`config.mk`:
```
export PLATFORM = sky130hd
export DESIGN_NAME = i3c_cpuif_arb
export DESIGN_NICKNAME = d
export VERILOG_FILES = /design/src/rtl/i3c_cpuif_arb.sv
export SDC_FILE = /design/constraint.sdc
export NUM_CORES = 1
export LEC_CHECK = 0
export ABC_AREA = 1
export ABC_CLOCK_PERIOD_IN_PS = 2400
export BUFFER_PORTS_ARGS = -buffer_cell sky130_fd_sc_hd__buf_2
export CAP_MARGIN = 20
export CORE_AREA = 5 5 116 118
export CTS_CLUSTER_SIZE = 14
export DETAILED_ROUTE_END_ITERATION = 8
export DIE_AREA = 0 0 121 123
export PLACE_DENSITY = 0.81
export SLEW_MARGIN = 20
export SYNTH_ARGS = -nofsm -noshare
export SYNTH_HDL_FRONTEND = slang
export SYNTH_SLANG_ARGS = --single-unit
export TNS_END_PERCENT = 100
```
`constraint.sdc`:
```
create_clock -name hclk_i -period 2.4 [get_ports hclk_i]
set_input_delay 0.36 -clock hclk_i [delete_from_list [all_inputs] [get_ports hclk_i]]
set_output_delay 0.36 -clock hclk_i [all_outputs]
set_load 0.02 [all_outputs]
```
`src/rtl/i3c_cpuif_arb.sv`:
```
// Two-requester round-robin arbiter in front of a CSR cpuif, one transfer outstanding.
// Optional response timeout is enabled by defining I3C_CPUIF_ARB_TIMEOUT_EN.
module i3c_cpuif_arb #(
  parameter int ADDR_WIDTH     = 12,
  parameter int DATA_WIDTH     = 32,
  parameter int TIMEOUT_CYCLES = 256
) (
  input  logic                    hclk_i,
  input  logic                    hreset_n_i,
  input  logic [1:0]              m_req_i,
  input  logic [1:0]              m_req_is_wr_i,
  input  logic [2*ADDR_WIDTH-1:0] m_addr_i,
  input  logic [2*DATA_WIDTH-1:0] m_wr_data_i,
  input  logic [2*DATA_WIDTH-1:0] m_wr_biten_i,
  output logic [1:0]              m_ack_o,
  output logic                    m_err_o,
  output logic [DATA_WIDTH-1:0]   m_rd_data_o,
  output logic                    s_cpuif_req,
  output logic                    s_cpuif_req_is_wr,
  output logic [ADDR_WIDTH-1:0]   s_cpuif_addr,
  output logic [DATA_WIDTH-1:0]   s_cpuif_wr_data,
  output logic [DATA_WIDTH-1:0]   s_cpuif_wr_biten,
  input  logic                    s_cpuif_req_stall_wr,
  input  logic                    s_cpuif_req_stall_rd,
  input  logic                    s_cpuif_rd_ack,
  input  logic                    s_cpuif_rd_err,
  input  logic [DATA_WIDTH-1:0]   s_cpuif_rd_data,
  input  logic                    s_cpuif_wr_ack,
  input  logic                    s_cpuif_wr_err,
  output logic                    timeout_o
);

  typedef enum logic [1:0] {
    IDLE  = 2'd0,
    ISSUE = 2'd1,
    WAIT  = 2'd2,
    RESP  = 2'd3
  } state_t;

  state_t                  state_r, state_next_s;
  logic                    ptr_r, grant_r, is_wr_r, err_r;
  logic [ADDR_WIDTH-1:0]   addr_r;
  logic [DATA_WIDTH-1:0]   wr_data_r, biten_r, rd_data_r;
  logic                    pick_s, stall_s, issue_s, ack_s, ack_err_s;
  logic                    complete_s, timeout_hit_s;

  // Only the handshake of the latched direction matters; the other is ignored.
  assign stall_s    = is_wr_r ? s_cpuif_req_stall_wr : s_cpuif_req_stall_rd;
  assign ack_s      = is_wr_r ? s_cpuif_wr_ack : s_cpuif_rd_ack;
  assign ack_err_s  = is_wr_r ? s_cpuif_wr_err : s_cpuif_rd_err;
  assign issue_s    = (state_r == ISSUE) && !stall_s;
  assign complete_s = (issue_s || (state_r == WAIT)) && ack_s;

  // Round-robin pick: pointer breaks ties, a lone requester always wins.
  always_comb begin
    pick_s = 1'b0;
    if (m_req_i == 2'b11) begin
      pick_s = ptr_r;
    end else if (m_req_i[1]) begin
      pick_s = 1'b1;
    end else begin
      pick_s = 1'b0;
    end
  end

`ifdef I3C_CPUIF_ARB_TIMEOUT_EN
  logic [15:0] cnt_r;
  logic        tmo_r;

  assign timeout_hit_s = (state_r == WAIT) && !ack_s &&
                         (cnt_r == 16'(TIMEOUT_CYCLES - 1));

  // Wait-cycle counter, zero on every WAIT entry; tmo_r marks a timeout RESP.
  always_ff @(posedge hclk_i or negedge hreset_n_i) begin
    if (!hreset_n_i) begin
      cnt_r <= 16'd0;
      tmo_r <= 1'b0;
    end else begin
      cnt_r <= (state_r == WAIT) ? cnt_r + 16'd1 : 16'd0;
      tmo_r <= timeout_hit_s;
    end
  end
`else
  assign timeout_hit_s = 1'b0;
`endif

  // State register.
  always_ff @(posedge hclk_i or negedge hreset_n_i) begin
    if (!hreset_n_i) begin
      state_r <= IDLE;
    end else begin
      state_r <= state_next_s;
    end
  end

  // Next-state logic.
  always_comb begin
    state_next_s = state_r;
    case (state_r)
      IDLE:    state_next_s = (m_req_i != 2'b00) ? ISSUE : IDLE;
      ISSUE:   state_next_s = issue_s ? (ack_s ? RESP : WAIT) : ISSUE;
      WAIT:    state_next_s = (ack_s || timeout_hit_s) ? RESP : WAIT;
      RESP:    state_next_s = IDLE;
      default: state_next_s = IDLE;
    endcase
  end

  // Grant/payload capture in IDLE, response capture on ack or timeout.
  always_ff @(posedge hclk_i or negedge hreset_n_i) begin
    if (!hreset_n_i) begin
      ptr_r     <= 1'b0;
      grant_r   <= 1'b0;
      is_wr_r   <= 1'b0;
      addr_r    <= {ADDR_WIDTH{1'b0}};
      wr_data_r <= {DATA_WIDTH{1'b0}};
      biten_r   <= {DATA_WIDTH{1'b0}};
      err_r     <= 1'b0;
      rd_data_r <= {DATA_WIDTH{1'b0}};
    end else begin
      if ((state_r == IDLE) && (m_req_i != 2'b00)) begin
        grant_r   <= pick_s;
        ptr_r     <= ~pick_s;
        is_wr_r   <= m_req_is_wr_i[pick_s];
        addr_r    <= pick_s ? m_addr_i[2*ADDR_WIDTH-1:ADDR_WIDTH] : m_addr_i[ADDR_WIDTH-1:0];
        wr_data_r <= pick_s ? m_wr_data_i[2*DATA_WIDTH-1:DATA_WIDTH] : m_wr_data_i[DATA_WIDTH-1:0];
        biten_r   <= pick_s ? m_wr_biten_i[2*DATA_WIDTH-1:DATA_WIDTH] : m_wr_biten_i[DATA_WIDTH-1:0];
      end
      if (complete_s) begin
        err_r     <= ack_err_s;
        rd_data_r <= is_wr_r ? {DATA_WIDTH{1'b0}} : s_cpuif_rd_data;
      end else if (timeout_hit_s) begin
        err_r     <= 1'b1;
        rd_data_r <= {DATA_WIDTH{1'b0}};
      end
    end
  end

  // Output decode from state and captured registers.
  always_comb begin
    s_cpuif_req       = issue_s;
    s_cpuif_req_is_wr = is_wr_r;
    s_cpuif_addr      = addr_r;
    s_cpuif_wr_data   = wr_data_r;
    s_cpuif_wr_biten  = biten_r;
    m_ack_o           = 2'b00;
    m_err_o           = 1'b0;
    m_rd_data_o       = {DATA_WIDTH{1'b0}};
    if (state_r == RESP) begin
      m_ack_o     = grant_r ? 2'b10 : 2'b01;
      m_err_o     = err_r;
      m_rd_data_o = rd_data_r;
    end else begin
      m_ack_o     = 2'b00;
      m_err_o     = 1'b0;
      m_rd_data_o = {DATA_WIDTH{1'b0}};
    end
`ifdef I3C_CPUIF_ARB_TIMEOUT_EN
    timeout_o = (state_r == RESP) && tmo_r;
`else
    timeout_o = 1'b0;
`endif
  end

endmodule

```
==> out/metrics.cfg <==
[critical_path]
crit_path_max_fanout = 35
cp-end-kind = primary output
cp.arrival_ps = 1560
crit_type = flip-flop to primary output
critPathLaunchType = flip-flop
required_ps = 2040
rrSetupSlack_ps = 670
ff2ff_path_depth = 7
r2r-start = s_cpuif_req_is_wr
rr_endpoint = err_r

[pwr]
clkPwrFrac = 0.261
switching_share = 0.415
p_per_area_nw_per_um2 = 1370
pwr-share-seq = 0.312
power.internal_w = 0.00616
worst_ir_drop_vdd_mv = 0.784
p_sw_w = 0.00437
combPwrFrac = 0.427
p_leak_nw = 4.53

[synthesis]
post_synth_inst_count = 728
synth_area_per_cell_um2 = 7.44
synth_fa_ha_area_frac = 0
yosys.area_share.simple = 0.374
synth_compound_area_frac = 0.00370
syn_nets = 924
netlist.area_leader.share = 0.527
synth_top_family_by_area = simple AND/OR/NAND/NOR gates
synth_seq_area_share = 0.527
yosys.area.top_type = dfrtp_1
synth_area_um2 = 5410
synth_xor_area_frac = 0
muxShareOfSynthArea = 0
synth_seq_cells = 114
yosys-top-cells-area = dfrtp_1 53%, nand2_1 21%, nand3_1 10%
synth_warnings = 0
ys_types = 16

[finish]
mostFrequentLayoutCell = nand2_1
drive_gt1_frac = 0.343
fillers = 1082
syn_to_final_growth_pct = 42.5
mostFrequentLayoutCells = 310 x nand2_1, 307 x buf_2, 114 x dfrtp_1
num_antenna_cells = 0
final_cells = 1212
nets = 1223

[routing]
antenna_left = 0
drc_errors = 0
vias_per_cell = 4.75
finalWirelength_um = 17500
drt_iter0_drc = 524
dr_total_vias = 5751
wl_per_cell_um = 14.5
drt_pass1_iterations = 5

[timing]
rsz0062_at_grt = false
finalHoldViolCount = 0
period_share = 0.798
timing.final.crit_period_ps = 1920
setup_tns_ps = 0
finalSetupViolCount = 0
relSlewSlack = 0.576
fmax_mhz = 522
worst_pin_slew_ps = 633
final_max_slew_viol_count = 0
skew_ps = 7.36

[place]
routabilityCongestion = 0.826
place_hpwl_um = 12700
port_buffers = 308
dp_cells = 1179

[worst_hold_path]
whs_path_depth = 3
worst_hold_startpoint = m_wr_biten_i[12]
whs_endpoint = s_cpuif_wr_biten[12]
min_path_type = input pin to flip-flop

[grt]
antenna_found_initial = 1
grt_max_degree = 62
grt.overflow.total = 0
grt_pass1_wl_um = 27100
grt_usage = 0.232
grt_pass1_vias = 5557

[status]
outcome = finished clean

[die]
die_h_um = 123
die_area_um2 = 14900
start_util = 0.438
io_pins = 310
die_w_um = 121
core-area_um2 = 12400
rows = 41

[clock_network]
root_buffer = clkbuf_16
clkTransAtPathRegs_ps = 50
clock_latency_ps = 410
cts_max_path_buffers = 2
ctsHtreeMaxLevel = 4
cts_tree = built
cts.sinks = 114
cts_made_buffers = 17

[job]
cap_violations = 0

worst max-delay path, stage by stage, from the launching register on:
cell	delay, ps
dfrtp_1	410
nand2_1	80
buf_4	340
nor2_1	120
buf_2	180
per-stage QoR:
stage	cell area (um2)	power, W	hold WS [ps]	utilization	worst slack (ps)
global route	7710	0.0112	134	0.624	385
detailed placement	7060	0.00782	166	0.571	684
global placement	7060	0.00772	167	0.571	723
floorplan	5410	0.00629	64.4	-	989
finish	7710	0.0105	146	0.624	484
CTS	7710	0.0106	133	0.624	479
power groups by stage:
stage | registers [W] | logic [W] | clock network, W
finish | 0.00329 | 0.00450 | 0.00275
global route | 0.00340 | 0.00497 | 0.00288
CTS | 0.00328 | 0.00456 | 0.00279
detailed placement | 0.00328 | 0.00455 | 0
global placement | 0.00329 | 0.00443 | 0
floorplan | 0.00403 | 0.00226 | 0
logic make-up (layout without fill, tap and decap cells):
family	after synthesis	count (layout)
simple gates	496	496
other cells	1	1
buf+inv	113	425
compound gates	4	4
flops	114	114
worst max path at each step:
| stage | start | to | slack (ps) | depth (start not counted) |
|---|---|---|---|---|
| finish | flip-flop | m_rd_data_o[19] | 480 | 4 |
| CTS | flip-flop | m_err_o | 480 | 4 |
| global route | flip-flop | m_rd_data_o[19] | 390 | 4 |
| detailed placement | s_cpuif_req_stall_wr | rd_data_r[8] | 680 | 7 |
| global placement | flip-flop | s_cpuif_req_is_wr | 720 | 6 |
| floorplan | s_cpuif_req_is_wr | rd_data_r[10] | 990 | 9 |
synthesized netlist by cell type, drive strengths merged:
cell,count
conb,1
buf,29
dfrtp,114
clkbuf,13
o21ai,2
inv,71
nand3,113
nand2,312
a21oi,2
nor2,71
state kept, by name (all words and copies together), names as in the netlist, named ones only:
signal             cells
err_r                  1
s_cpuif_req_is_wr      1
s_cpuif_wr_data       32
s_cpuif_addr          12
grant_r                1
ptr_r                  1
rd_data_r             32
state_r                1
s_cpuif_wr_biten      32
final cells by class:
type,count,area [um2],area share
timing repair buffer,322,1680,0.217
clock buffer,21,460,0.0597
inverter,71,267,0.0346
tap,172,215,0.0279
multi-input combinational,501,2060,0.267
clock inverter,11,183,0.0237
sequential,114,2850,0.370
per-layer routing:
layer  vias up  GRT usage  share of wire
met5         -          0        0.00074
met4         2     0.0786          0.021
met3        30     0.0769          0.090
met2       277      0.384           0.50
met1      2632      0.286           0.39
li1       2810          -              -
what timing repair did:
item / in CTS / in global routing
hold buffers: 1 / 0
gates resized for setup: 0 / 0
hold endpoints to repair: 114 / 0
buffers inserted: 0 / 0
No activity file was read; power rests on OpenSTA's default activity.
